--- src/rtl/dfe_pkg.sv ---
// ---------------------------------------------------------------------------
// dfe_pkg : shared sample width, sample type and clog2 helper for DFE blocks
// Revision: 1.0
// ---------------------------------------------------------------------------
`default_nettype none

package dfe_pkg;

  localparam int DFE_DATA_WIDTH = 16;

  typedef logic signed [DFE_DATA_WIDTH-1:0] sample_t;

  function automatic int dfe_clog2(input int value);
    int r;
    r = 0;
    for (int i = 0; i < 31; i++) begin
      if ((32'sd1 << i) < value) r = i + 1;
    end
    return r;
  endfunction

endpackage

`default_nettype wire

--- src/rtl/dfe_fifo_core.sv ---
// ---------------------------------------------------------------------------
// dfe_fifo_core : first-word fall-through FIFO with registered head and level
// Revision: 1.0
// ---------------------------------------------------------------------------
`default_nettype none

module dfe_fifo_core
  import dfe_pkg::*;
#(
  parameter int DATA_WIDTH = DFE_DATA_WIDTH,
  parameter int DEPTH      = 16,
  localparam int AW        = dfe_clog2(DEPTH),
  localparam int LW        = AW + 1
) (
  input  logic                  CLK,
  input  logic                  RST,
  input  logic                  wr,
  input  logic [DATA_WIDTH-1:0] wr_data,
  input  logic                  rd,
  output logic [DATA_WIDTH-1:0] rd_data,
  output logic [LW-1:0]         level,
  output logic                  full,
  output logic                  empty
);

  logic [DATA_WIDTH-1:0] mem_q [DEPTH];
  logic [AW-1:0]         wr_ptr_q, wr_ptr_d;
  logic [AW-1:0]         rd_ptr_q, rd_ptr_d;
  logic [LW-1:0]         level_q, level_d;
  logic [DATA_WIDTH-1:0] rd_data_q, rd_data_d;
  logic                  rd_ok, wr_ok;

  assign full    = (level_q == LW'(DEPTH));
  assign empty   = (level_q == '0);
  assign rd_ok   = rd && !empty;
  assign wr_ok   = wr && (!full || rd_ok);
  assign level   = level_q;
  assign rd_data = rd_data_q;

  always_comb begin
    wr_ptr_d  = wr_ok ? wr_ptr_q + AW'(1) : wr_ptr_q;
    rd_ptr_d  = rd_ok ? rd_ptr_q + AW'(1) : rd_ptr_q;
    level_d   = level_q;
    rd_data_d = rd_data_q;
    case ({wr_ok, rd_ok})
      2'b10:   level_d = level_q + LW'(1);
      2'b01:   level_d = level_q - LW'(1);
      default: level_d = level_q;
    endcase
    // Next head comes from the incoming word when it lands in the slot being
    // exposed; otherwise from storage. Hold the old head when going empty.
    if (level_d != '0) begin
      if (wr_ok && (wr_ptr_q == rd_ptr_d)) rd_data_d = wr_data;
      else                                 rd_data_d = mem_q[rd_ptr_d];
    end
  end

  always_ff @(posedge CLK) begin
    if (wr_ok) mem_q[wr_ptr_q] <= wr_data;
  end

  always_ff @(posedge CLK or negedge RST) begin
    if (!RST) begin
      wr_ptr_q  <= '0;
      rd_ptr_q  <= '0;
      level_q   <= '0;
      rd_data_q <= '0;
    end else begin
      wr_ptr_q  <= wr_ptr_d;
      rd_ptr_q  <= rd_ptr_d;
      level_q   <= level_d;
      rd_data_q <= rd_data_d;
    end
  end

endmodule

`default_nettype wire

--- src/rtl/dfe_out_fifo.sv ---
// ---------------------------------------------------------------------------
// dfe_out_fifo : elastic output buffer with drop counting and frame tagging
// Revision: 1.0
// ---------------------------------------------------------------------------
`default_nettype none

module dfe_out_fifo
  import dfe_pkg::*;
#(
  parameter int DATA_WIDTH = DFE_DATA_WIDTH,
  parameter int DEPTH      = 16,
  parameter int FRAME_LEN  = 64,
  parameter int CNT_WIDTH  = 16,
  localparam int LW        = dfe_clog2(DEPTH) + 1,
  localparam int FW        = (FRAME_LEN > 1) ? dfe_clog2(FRAME_LEN) : 1
) (
  input  logic                  CLK,
  input  logic                  RST,
  input  logic [DATA_WIDTH-1:0] in_data,
  input  logic                  in_valid,
  output logic [DATA_WIDTH-1:0] out_data,
  output logic                  out_valid,
  input  logic                  out_ready,
  output logic                  out_last,
  output logic [LW-1:0]         level,
  output logic                  overflow,
  output logic [CNT_WIDTH-1:0]  drop_cnt,
  input  logic                  clr_ovf
);

  logic                 full, empty, rd, wr, drop;
  logic                 overflow_q, overflow_d;
  logic [CNT_WIDTH-1:0] drop_cnt_q, drop_cnt_d;
  logic [FW-1:0]        frame_cnt_q, frame_cnt_d;

  dfe_fifo_core #(
    .DATA_WIDTH (DATA_WIDTH),
    .DEPTH      (DEPTH)
  ) u_core (
    .CLK     (CLK),
    .RST     (RST),
    .wr      (wr),
    .wr_data (in_data),
    .rd      (rd),
    .rd_data (out_data),
    .level   (level),
    .full    (full),
    .empty   (empty)
  );

  assign out_valid = !empty;
  assign rd        = out_valid && out_ready;
  assign wr        = in_valid && (!full || rd);
  assign drop      = in_valid && full && !rd;
  assign out_last  = out_valid && (frame_cnt_q == FW'(FRAME_LEN - 1));
  assign overflow  = overflow_q;
  assign drop_cnt  = drop_cnt_q;

  always_comb begin
    overflow_d  = overflow_q;
    drop_cnt_d  = drop_cnt_q;
    frame_cnt_d = frame_cnt_q;
    // Clear beats a coincident drop for the count, but the flag still records it.
    if (clr_ovf) begin
      overflow_d = 1'b0;
      drop_cnt_d = '0;
    end else if (drop && (drop_cnt_q != '1)) begin
      drop_cnt_d = drop_cnt_q + CNT_WIDTH'(1);
    end
    if (drop) overflow_d = 1'b1;
    if (rd) begin
      if (frame_cnt_q == FW'(FRAME_LEN - 1)) frame_cnt_d = '0;
      else                                    frame_cnt_d = frame_cnt_q + FW'(1);
    end
  end

  always_ff @(posedge CLK or negedge RST) begin
    if (!RST) begin
      overflow_q  <= 1'b0;
      drop_cnt_q  <= '0;
      frame_cnt_q <= '0;
    end else begin
      overflow_q  <= overflow_d;
      drop_cnt_q  <= drop_cnt_d;
      frame_cnt_q <= frame_cnt_d;
    end
  end

endmodule

`default_nettype wire

--- config.mk ---
export PLATFORM = sky130hd
export DESIGN_NAME = dfe_out_fifo
export DESIGN_NICKNAME = d
export VERILOG_FILES = /design/src/rtl/dfe_pkg.sv /design/src/rtl/dfe_fifo_core.sv /design/src/rtl/dfe_out_fifo.sv
export SDC_FILE = /design/constraint.sdc
export NUM_CORES = 1
export LEC_CHECK = 0
export CORE_UTILIZATION = 45
export CTS_CLUSTER_DIAMETER = 100
export CTS_CLUSTER_SIZE = 20
export DETAILED_ROUTE_END_ITERATION = 6
export PLACE_DENSITY_LB_ADDON = 0.12
export REMOVE_ABC_BUFFERS = 1
export SLEW_MARGIN = 5
export SYNTH_ARGS = -nofsm -noshare
export SYNTH_HDL_FRONTEND = slang
export SYNTH_SLANG_ARGS = --single-unit
--- constraint.sdc ---
create_clock -name CLK -period 4.85 [get_ports CLK]
set_clock_uncertainty 0.1 [all_clocks]
set_input_delay 1.455 -clock CLK [delete_from_list [all_inputs] [get_ports CLK]]
set_output_delay 1.455 -clock CLK [all_outputs]
set_load 0.01 [all_outputs]
==> results of run 1 <==
power breakdown:
| group | internal [W] | switching (W) | total [W] | leakage, nW |
|---|---|---|---|---|
| registers | 0.00326 | 0.000336 | 0.00359 | 2.97 |
| logic | 0.00182 | 0.00260 | 0.00442 | 2.50 |
| clock network | 0.000744 | 0.000836 | 0.00158 | 0.255 |
worst reg2reg max path: stages (launching register included):
cell	delay, ns
dfrtp_1	0.50
or4_1	0.76
nor3_1	0.31
nor2b_1	0.10
inv_1	0.09
ha_1	0.18
xor2_1	0.17
ha_1	0.19
a21oi_1	0.07
or3b_2	0.44
a31oi_1	0.23
xnor2_1	0.15
or4_1	0.51
buf_4	0.23
o21ai_0	0.12
o21ai_1	0.08
metal layers:
layer	vias to the layer above	GRT usage (%)	part of all wire (%)
met4	0	6.93	2.4
met1	4782	32.8	45
met2	277	37.4	46
li1	4263	-	-
met5	-	0	0
met3	56	3.12	6.2
worst max-delay path by stage:
stage	start	to	slack, ns	cells past startpoint
floorplan	u_core.rd_ptr_q[0]	u_core.rd_data[0]	-4.94	8
global placement	out_ready	u_core.rd_data[5]	0.03	15
detailed placement	out_ready	u_core.rd_data[9]	-0.1	15
CTS	out_ready	u_core.rd_data[9]	0.43	15
global route	out_ready	u_core.rd_data[5]	0.18	16
finish	out_ready	u_core.rd_data[9]	0.43	15
synthesized netlist by cell type (all sizes together) (17+ instances only):
cell,instances,area share (%)
edfxtp,256,54
mux2i,112,7.9
o21ai,68,2.4
clkbuf,62,1.6
and3,61,2.7
nand2,56,1.5
dfrtp,52,9.2
nor2,40,1.1
a31oi,32,1.4
o221ai,30,1.9
buf,22,0.86
nand3,21,0.74
o211ai,19,1.2
xnor2,18,1.1
a221o,17,1.2
flip-flops by register name (all words and copies together), names as in the netlist:
register / cells
u_core.wr_ptr_q: 4
u_core.level: 5
drop_cnt: 16
frame_cnt_q: 6
u_core.mem_q: 256
u_core.rd_ptr_q: 4
u_core.rd_data: 16
overflow: 1
stage by stage:
step | setup TNS (ns) | area [sq um] | util [%]
2_1_floorplan | -82.67 | 13800 | -
5_1_grt | 0 | 16000 | 52.0
4_1_cts | 0 | 16000 | 52.0
3_3_place_gp | 0 | 15500 | 50.2
6_report | 0 | 16000 | 52.0
3_5_place_dp | -1.25 | 15500 | 50.2
final cells by class:
cell class / instances / area, sq um / area share (%)
clock buffer: 31 / 520 / 3.26
clock inverter: 1 / 16.3 / 0.102
inverter: 13 / 48.8 / 0.305
multi-input combinational: 646 / 4800 / 30.0
sequential: 308 / 8990 / 56.2
tap: 396 / 495 / 3.10
timing repair buffer: 117 / 1110 / 6.95
kinds of logic (layout without fill, tap and decap cells):
family	count (synthesis)	count (layout)	share of synthesized area [%]
simple gates	220	220	7.94
mux	115	115	8.18
compound gates	267	267	14.2
buf+inv	97	162	2.85
xor+xnor	34	34	2.24
flops	308	308	63.7
fa+ha+maj	10	10	0.887
==> results.json, run 1 <==
{
  "cp_num_buf_inv": 3,
  "die_area_sq_mm": 0.0321,
  "slowest_stage": "or4_1",
  "max_stage_delay_ns": 0.51,
  "async_reset_ff_share_pct": 16.9,
  "clk_latency_ns": 0.51,
  "hold_slack_ns": 0.379,
  "antenna_found_initial": 0,
  "synth.yosys.seq_area_share_pct": 63.7,
  "die_h_um": 179,
  "place_inst": 1480,
  "drc": 0,
  "cts_htree_levels": 1,
  "setup_violations": 0,
  "path_class": "primary input to flop",
  "worst_path_most_repeated_cell": "ha_1",
  "r2r_cells": 15,
  "period_share_pct": 91.1,
  "timing.rr.end": "u_core.rd_data[9]",
  "num_rows": 64,
  "rsz0062_at_grt": "no",
  "clock-sinks": 308,
  "fin_cells": 1512,
  "hold_path.class": "flop to flop",
  "drive_gt1_share_pct": 9.14,
  "critPathTopFamily": "simple AND/OR/NAND/NOR gates",
  "totalWireLength_um": 36900,
  "critPathLaunchType": "primary input",
  "avgSynthCellArea_sq_um": 13.4,
  "syn2layout_area_growth_pct": 13.3,
  "num_io_pins": 61,
  "ir_worst_vdd_mv": 0.374,
  "ant_nets": 0,
  "die_w_um": 179,
  "grt_pass1_vias": 8979,
  "hold_depth": 1,
  "cts_repair_resize_count": 0,
  "p_leak_nw": 5.72,
  "viasPerCell": 6.20,
  "overflow": 0,
  "holdBufCountCts": 0,
  "cts_max_path_buffers": 3,
  "fmax_mhz": 226,
  "r2r-start": "u_core.level[1]",
  "crit_arrival_ns": 4.72,
  "grt_max_degree": 123,
  "layout_common_cells": "edfxtp_1 (256), mux2i_1 (112), and3_1 (61), clkdlybuf4s50_1 (59), nand2_1 (56)",
  "worstPathMaxFanout": 16,
  "cts_setup_buffers": 0,
  "ys_types": 59,
  "final_common_cell": "edfxtp_1",
  "cts_buffers": 19,
  "min_to": "frame_cnt_q[4]",
  "ys_seq_elements": 308,
  "syn_area_sq_mm": 0.0141,
  "wl_per_cell_um": 24.4,
  "firstDrtPassIters": 5,
  "grt_use_total_pct": 23.3,
  "period_minus_slack_ns": 4.42,
  "outcome": "finished clean",
  "total_power_w": 0.00960,
  "grt_pass1_wl_um": 54600,
  "syn_inst": 1051,
  "dp_hpwl_um": 21800,
  "synth_ff_type": "edfxtp_1",
  "setup_ws_ns": 0.433,
  "path_clk_slew_ns": 0.09,
  "setup.worst_path.end_class": "flop",
  "drv_slew": 0,
  "yosysWarnings": 0,
  "start_util_pct": 45.9,
  "drv_cap": 0,
  "fillers": 2615,
  "core_sq_mm": 0.0307,
  "min_from": "frame_cnt_q[4]",
  "worst-slew-pin-transition_ns": 1.01,
  "drtIter0Drc": 784,
  "max_slew_margin_pct": 32.6,
  "ctsRootBufferMaster": "clkbuf_16",
  "place.port_buffers": 60,
  "r2r_slack_ns": 0.52,
  "num_vias": 9378,
  "gp_congestion": 0.772,
  "final_nets": 1136,
  "crit_chain": "clkdlybuf4s50_1, nor3_1, nor2b_1, inv_1, ha_1, xor2_1, ha_1, a21oi_1, or3b_2, a31oi_1, xnor2_1, or4_1, buf_4, o21ai_0, o21ai_1",
  "pre_cts_slack_ns": -0.0951,
  "cts_tree": "yes",
  "synth-edff-count": 256,
  "cp.required_ns": 5.15,
  "diodes": 0,
  "hold_viol_final": 0,
  "power_density_mw_per_mm2": 600
}
No activity file was read; power rests on OpenSTA's default activity.
==> run 2, diff against run 1 <==
--- a/config.mk
+++ b/config.mk
@@ -9,6 +9,7 @@
 export CTS_CLUSTER_DIAMETER = 100
 export CTS_CLUSTER_SIZE = 20
 export DETAILED_ROUTE_END_ITERATION = 6
+export DONT_BUFFER_PORTS = 1
 export PLACE_DENSITY_LB_ADDON = 0.12
 export REMOVE_ABC_BUFFERS = 1
 export SLEW_MARGIN = 5
==> run 2 against run 1 <==
  * Final cell count down 4.4%
  * Global-route usage shrank 0.29 points
  * Maximum frequency shrank 0.78%
  * Power down 3.0%
  * Final area shrank 4.3%
  * Combinational power is 6.3% lower
  * Clock power up 3%
  * Critical path type is now flop to flop
  * Largest cell class unchanged
  * Largest power group unchanged
  * Highest routed layer unchanged
==> results.json, run 2 (same netlist as run 1, synthesis figures left out) <==
{
  "outcome": "finished clean",
  "seq_power_share_pct": 38.1,
  "diodes": 0,
  "max_slew_margin_pct": 27.4,
  "p_switching_w": 0.00367,
  "syn2layout_area_growth_pct": 8.41,
  "cts_buffers": 19,
  "drtIter0Drc": 749,
  "grt_pass1_vias": 8696,
  "start_util_pct": 45.9,
  "num_rows": 64,
  "gp_congestion": 0.784,
  "clk_latency_ns": 0.52,
  "place_inst": 1411,
  "largest_reg_flops": 256,
  "hold_path.class": "flop to flop",
  "drv_slew": 0,
  "fin_cells": 1445,
  "fillers": 2666,
  "overflow": 0,
  "setup_violations": 0,
  "p_sw_share_pct": 39.5,
  "num_io_pins": 61,
  "ir_worst_vdd_mv": 0.470,
  "drive_gt1_share_pct": 8.87,
  "cts_setup_buffers": 0,
  "setup.worst_path.end_class": "flop",
  "regMostFlops": "u_core.mem_q",
  "max_stage_delay_ns": 0.74,
  "multi_input_area_sq_mm": 0.00480,
  "final_area_sq_mm": 0.0153,
  "crit_arrival_ns": 4.75,
  "viasPerCell": 6.25,
  "num_vias": 9031,
  "p_int_w": 0.00563,
  "die_area_sq_mm": 0.0321,
  "crit_chain": "or4_1, nor3_1, nor2b_1, inv_1, ha_1, xor2_1, ha_1, a21oi_1, or3b_2, a31oi_1, xnor2_1, or4_1, buf_4, o21ai_0, o21ai_1",
  "place.port_buffers": 0,
  "grt_pass1_wl_um": 54400,
  "final_common_cell": "edfxtp_1",
  "core_sq_mm": 0.0307,
  "wl_met3_um": 2080,
  "holdBufCountCts": 0,
  "dp_hpwl_um": 21300,
  "pre_cts_slack_ns": 0.204,
  "clock-sinks": 308,
  "power_frac_clock_pct": 17.4,
  "slowest_stage": "or4_1",
  "critPathLaunchType": "flop",
  "worst-slew-pin-transition_ns": 1.09,
  "cp.required_ns": 5.15,
  "final_nets": 1067,
  "die_w_um": 179,
  "totalWireLength_um": 36000,
  "path_clk_slew_ns": 0.09,
  "power_density_mw_per_mm2": 608,
  "drv_cap": 0,
  "p_leak_nw": 5.45,
  "worstPathMaxFanout": 16,
  "grt_max_degree": 176,
  "cts_htree_levels": 1,
  "rsz0062_at_grt": "no",
  "drc": 0,
  "die_h_um": 179,
  "seqCellArea_sq_mm": 0.00899,
  "ant_nets": 0,
  "ctsRootBufferMaster": "clkbuf_16",
  "firstDrtPassIters": 7,
  "wl_per_cell_um": 24.9,
  "placed_area_sq_mm": 0.0148,
  "top_layer": "met4",
  "layout_common_cells": "edfxtp_1 (256), mux2i_1 (112), and3_1 (61), nand2_1 (56), dfrtp_1 (51)",
  "period_share_pct": 91.8,
  "setup_ws_ns": 0.399,
  "antenna_found_initial": 0,
  "grt_use_total_pct": 23.0,
  "cts_tree": "yes",
  "cts_max_path_buffers": 3,
  "cts_repair_resize_count": 0,
  "period_minus_slack_ns": 4.45,
  "fmax_mhz": 225,
  "path_class": "flop to flop",
  "pwr-share-comb_pct": 44.5,
  "wl_met2_um": 17100,
  "wl_met1_um": 16200,
  "hold_viol_final": 0
}
==> run 2: area by class of cell <==
cell class,count,area share [%]
sequential,308,58.8
multi-input combinational,646,31.4
clock buffer,32,3.43
tap,396,3.24
timing repair buffer,48,2.68
inverter,13,0.319
clock inverter,2,0.164
==> run 2: path summary, 6_finish.rpt <==
check | startpoint | to | slack, ns | cells past startpoint
min in group asynchronous | RST | u_core.rd_data[11] | 0.53 | 0
min | frame_cnt_q[4] | frame_cnt_q[4] | 0.38 | 1
max reg2reg | u_core.level[0] | u_core.rd_data[15] | 0.40 | 15
max | u_core.level[0] | u_core.rd_data[15] | 0.40 | 15
min reg2reg | frame_cnt_q[4] | frame_cnt_q[4] | 0.38 | 1
max in group asynchronous | RST | u_core.rd_ptr_q[0] | 4.01 | 0
==> run 2: per-stage QoR <==
stage               utilization [%]  setup TNS, ns  total power (W)  hold WS (ns)
detailed placement             48.0              0          0.00776         0.369
global route                   49.8              0          0.00987         0.398
finish                         49.8              0          0.00931         0.384
global placement               48.0              0          0.00771         0.362
floorplan                         -         -82.67          0.00639         0.346
CTS                            49.8              0          0.00937         0.390
==> run 2: routing by layer <==
metal	track usage [%]	up-vias
met5	0	-
met4	5.50	0
met3	3.24	46
met2	37.3	224
met1	32.5	4631
li1	-	4130
==> run 2: critical path, delay by kind of cell, from the launching register on <==
| family | cells | cell delay, ns |
|---|---|---|
| buffers and inverters | 2 | 0.32 |
| DFF | 1 | 0.49 |
| AOI/OAI and AO/OA | 4 | 0.48 |
| adders and majority gates | 2 | 0.54 |
| and+or+nand+nor | 5 | 2.08 |
| xor gates and xnor gates | 2 | 0.32 |
==> run 2: power groups by stage <==
| stage | combinational, W | sequential (W) | clock, W |
|---|---|---|---|
| finish | 0.00414 | 0.00355 | 0.00162 |
| global route | 0.00454 | 0.00359 | 0.00174 |
| CTS | 0.00416 | 0.00355 | 0.00165 |
| detailed placement | 0.00415 | 0.00361 | 0 |
| global placement | 0.00411 | 0.00360 | 0 |
| floorplan | 0.00261 | 0.00377 | 0 |
==> run 3, diff against run 2 <==
--- a/config.mk
+++ b/config.mk
@@ -5,6 +5,7 @@
 export SDC_FILE = /design/constraint.sdc
 export NUM_CORES = 1
 export LEC_CHECK = 0
+export CORE_ASPECT_RATIO = 1.25
 export CORE_UTILIZATION = 45
 export CTS_CLUSTER_DIAMETER = 100
 export CTS_CLUSTER_SIZE = 20
==> run 3 against run 2 <==
  * Power shrank 0.46%
  * Clock-buffer cell count shrank 1
  * Combinational power shrank 2%
  * Highest routed layer unchanged
  * Largest cell class unchanged
  * Critical path depth is the same
  * Die area is essentially flat
  * Wire length grew 0.97%
  * Clock power is essentially flat
  * Sequential cell count is the same
  * First-iteration DRC count grew 11%
==> results.json, run 3 (same netlist as run 1, synthesis figures left out) <==
{
  "outcome": "finished clean",
  "diodes": 0,
  "die_h_um": 200,
  "syn2layout_area_growth_pct": 8.09,
  "critPathTopFamily": "simple AND/OR/NAND/NOR gates",
  "hold_viol_final": 0,
  "viasPerCell": 6.25,
  "cts_repair_resize_count": 0,
  "num_rows": 72,
  "p_leak_nw": 5.42,
  "setup.worst_path.end_class": "flop",
  "cts_tree": "yes",
  "die_w_um": 160,
  "cp_num_buf_inv": 2,
  "p_switching_w": 0.00366,
  "seq_power_share_pct": 38.8,
  "worstPathMaxFanout": 16,
  "final_common_cell": "edfxtp_1",
  "wl_per_cell_um": 25.1,
  "dp_hpwl_um": 21100,
  "die_area_sq_mm": 0.0321,
  "cp.required_ns": 5.16,
  "clock-sinks": 308,
  "totalWireLength_um": 36400,
  "setup_ws_ns": 0.360,
  "core_sq_mm": 0.0309,
  "fmax_mhz": 223,
  "regMostFlops": "u_core.mem_q",
  "pre_cts_slack_ns": 0.199,
  "cts_htree_levels": 1,
  "ant_nets": 0,
  "grt_use_total_pct": 22.7,
  "worst-slew-pin-transition_ns": 1.10,
  "crit_chain": "or4_1, nor3_1, nor2b_1, inv_1, ha_1, xor2_1, ha_1, a21oi_1, or3b_2, a31oi_1, xnor2_1, or4_1, buf_4, o21ai_0, o21ai_1",
  "firstDrtPassIters": 5,
  "crit_arrival_ns": 4.80,
  "period_minus_slack_ns": 4.49,
  "drive_gt1_share_pct": 8.52,
  "slowest_stage": "or4_1",
  "setup_violations": 0,
  "place.port_buffers": 0,
  "drc": 0,
  "overflow": 0,
  "largest_reg_flops": 256,
  "cts_buffers": 19,
  "p_sw_share_pct": 39.5,
  "start_util_pct": 45.7,
  "drtIter0Drc": 834,
  "rsz0062_at_grt": "no",
  "num_io_pins": 61,
  "grt_pass1_wl_um": 54200,
  "total_power_w": 0.00926,
  "final_nets": 1063,
  "num_vias": 9069,
  "antenna_found_initial": 0,
  "setup_tns_ns": 0,
  "drv_slew": 0,
  "path_clk_slew_ns": 0.09,
  "max_stage_delay_ns": 0.73,
  "critPathLaunchType": "flop",
  "fin_cells": 1451,
  "holdBufCountCts": 0,
  "power_density_mw_per_mm2": 607,
  "gp_congestion": 0.783,
  "pwr-share-comb_pct": 43.9,
  "cts_setup_buffers": 0,
  "hold_path.class": "flop to flop",
  "drv_cap": 0,
  "place_inst": 1418,
  "path_class": "flop to flop",
  "period_share_pct": 92.6,
  "cts_max_path_buffers": 3,
  "grt_max_degree": 177,
  "ctsRootBufferMaster": "clkbuf_16",
  "clk_latency_ns": 0.51,
  "ir_worst_vdd_mv": 0.460,
  "power_frac_clock_pct": 17.4,
  "layout_common_cells": "edfxtp_1 (256), mux2i_1 (112), and3_1 (61), nand2_1 (56), dfrtp_1 (51)",
  "grt_pass1_vias": 8712,
  "p_int_w": 0.00560,
  "max_slew_margin_pct": 26.9
}
==> run 3: cell types whose count changed in the layout (fill, tap and decap cells not counted) <==
cell / delta
clkbuf_1: -1
buf_12: -2
buf_4: -2
==> run 3: power groups by stage <==
stage / logic [W] / registers (W) / clock network (W)
2_1_floorplan: 0.00261 / 0.00377 / 0
3_3_place_gp: 0.00403 / 0.00365 / 0
3_5_place_dp: 0.00407 / 0.00365 / 0
4_1_cts: 0.00407 / 0.00359 / 0.00165
5_1_grt: 0.00441 / 0.00364 / 0.00172
6_report: 0.00406 / 0.00359 / 0.00161
==> run 3: worst reg2reg max path, stage by stage (launching register included) <==
cell	delay [ns]
dfrtp_1	0.50
or4_1	0.73
nor3_1	0.29
nor2b_1	0.11
inv_1	0.09
ha_1	0.33
xor2_1	0.18
ha_1	0.23
a21oi_1	0.09
or3b_2	0.44
a31oi_1	0.20
xnor2_1	0.14
or4_1	0.52
buf_4	0.23
o21ai_0	0.12
o21ai_1	0.08
==> run 3: worst paths after layout <==
kind / end / slack, ns / depth (start not counted) / startpoint
min in group asynchronous: u_core.rd_data[6] / 0.53 / 0 / RST
max reg2reg: u_core.rd_data[10] / 0.36 / 15 / u_core.level[0]
min reg2reg: frame_cnt_q[4] / 0.38 / 1 / frame_cnt_q[4]
max: u_core.rd_data[10] / 0.36 / 15 / u_core.level[0]
max in group asynchronous: u_core.rd_ptr_q[0] / 4.01 / 0 / RST
min: frame_cnt_q[4] / 0.38 / 1 / frame_cnt_q[4]
==> run 3: final cells by class <==
type | instances | area, sq um
Clock buffer | 31 | 520
Clock inverter | 2 | 25.0
Fill cell | 2655 | 15600
Inverter | 13 | 48.8
Multi-Input combinational cell | 646 | 4800
Sequential cell | 308 | 8990
Tap cell | 407 | 509
Timing Repair Buffer | 44 | 355
==> run 3: per-stage QoR <==
| stage | util, % | instance area, sq um | hold WS [ns] |
|---|---|---|---|
| after floorplan | - | 13800 | 0.346 |
| after global placement | 47.6 | 14700 | 0.365 |
| after detailed placement | 47.6 | 14700 | 0.363 |
| after CTS | 49.4 | 15300 | 0.385 |
| after global routing | 49.4 | 15300 | 0.396 |
| final | 49.4 | 15300 | 0.384 |
==> run 3: metal layers <==
metal / track usage (%) / part of all wire [%] / vias to the layer above
met1: 29.7 / 42 / 4637
li1: - / - / 4105
met3: 3.35 / 6.3 / 55
met2: 38.9 / 49 / 272
met5: 0 / 0 / -
met4: 7.34 / 2.5 / 0
==> edit: new RTL, config.mk and constraints of run 3 <==
`rd_data_q` no longer has a reset.
--- a/src/rtl/dfe_fifo_core.sv
+++ b/src/rtl/dfe_fifo_core.sv
@@ -66,3 +66,2 @@
       level_q   <= '0;
-      rd_data_q <= '0;
     end else begin
@@ -71,4 +70,7 @@
       level_q   <= level_d;
-      rd_data_q <= rd_data_d;
     end
+  end
+
+  always_ff @(posedge CLK) begin
+    rd_data_q <= rd_data_d;
   end
Check against the original RTL: not equivalent (Yosys sat finds a counterexample within 4 cycles, from zero or initial values and one cycle with RST low).
==> edit against run 3 <==
Cell count is 8.5% higher. Area after synthesis is 11% higher. Sequential cell count stayed put. Final area is 11% higher. Sequential power is 4% higher. Routed wire length is 15% higher. Critical path type unchanged. Worst setup slack better by 0.58 ns. Total power is 13% higher.
==> edit: results (changes against run 3) <==
status: "finished clean"
nets: 1132  # +6.5%
grt_pass1_wl_um: 62900  # +16%
syn_avg_cell_area_um2: 14.0  # +4.4%
drive_gt1_frac: 0.188  # +0.103
wire_per_inst_um: 26.5  # +5.6%
drtIter0Drc: 903  # +8.3%
postCtsSetupBuffers: 0  # unchanged
holdCritStartpoint: "frame_cnt_q[2]$_DFFE_PN0N_"
viasPerCell: 6.38  # +2.0%
fillCellCount: 2865  # +7.9%
fmax_mhz: 256  # +15%
crit_arrival_ns: 4.06  # -0.74 ns
place_congestion: 0.821  # +4.8%
synth_edf_count: 272  # +6.3%
reg2reg_depth: 13  # -2
peakVddDrop_mv: 0.494  # +7.4%
dp_cells: 1542  # +8.7%
preCtsSetupSlack_ns: 0.457  # +0.259 ns
ff2ff_setup_slack_ns: 0.94  # +0.58 ns
first_global_vias: 10200  # +17%
worstReg2RegStart: "u_core.level[1]$_DFF_PN0_"
wl_um: 41700  # +15%
dpl.hpwl_um: 25800  # +22%
slew-limit-headroom: 0.394  # +0.124
synth.distinct_cells: 46  # -22%
synth-seq-area-share: 0.581  # -0.0563
timing.rr.end: "u_core.rd_data[8]$_DFFE_PP_"
netlist_top_cells_count: "272 x edfxtp_1, 109 x mux2i_1, 69 x mux4_2"
grt_max_degree: 121  # -32%
p_leak_nw: 5.78  # +6.7%
dr.pass1.iters: 7  # +2
[edit: cell count changes after synthesis, sizes merged, moves of 27 or more]
cell	run 3	this run
a22oi	0	63
a31oi	32	2
and3	61	8
mux2	3	36
mux4	0	69
nand3	21	67
nor3	9	36
o21ai	68	26
[edit: power breakdown]
group | switching (mW) | total, mW | internal [mW]
logic | 2.89 | 5.14 | 2.25
registers | 0.390 | 3.73 | 3.34
clock network | 0.858 | 1.61 | 0.748
[edit: critical path: stages, from the launching register on]
cell and delay (ns):
dfrtp_1 0.53, or4_4 0.61, o21ai_4 0.15, inv_2 0.06, ha_1 0.30, xor2_1 0.19, ha_1 0.24, a21oi_1 0.15
xor2_1 0.15, nor2_1 0.07, xor2_1 0.15, or3_1 0.38, or3_1 0.31, buf_4 0.24
[edit: per-stage QoR]
stage                     area [µm²]  hold slack, ns
after global routing           16900           0.445
after global placement         16300           0.379
final                          16900           0.404
after CTS                      16900           0.401
after floorplan                15300           0.350
after detailed placement       16300           0.384
[edit: cells by family after synthesis]
group           after synthesis  share of synthesized area
simple gates                263                     0.0816
fa+ha+maj                    10                    0.00801
xor+xnor                     33                     0.0185
buf+inv                      99                     0.0252
compound gates              187                     0.0880
mux                         214                      0.198
flops                       308                      0.581
[edit: area by class of cell]
class                           count  area share
Inverter                           10     0.00222
Tap cell                          462      0.0342
Clock inverter                      1    0.000963
Multi-Input combinational cell    707       0.369
Clock buffer                       32      0.0310
Sequential cell                   308       0.537
Timing Repair Buffer               55      0.0252
[edit: routing by layer]
layer / track usage / wire [µm] / vias up
li1: - / - / 4412
met1: 0.313 / 17400 / 5224
met2: 0.407 / 20500 / 324
met3: 0.0334 / 2420 / 81
met4: 0.0856 / 1330 / 0
met5: 0 / 0 / -
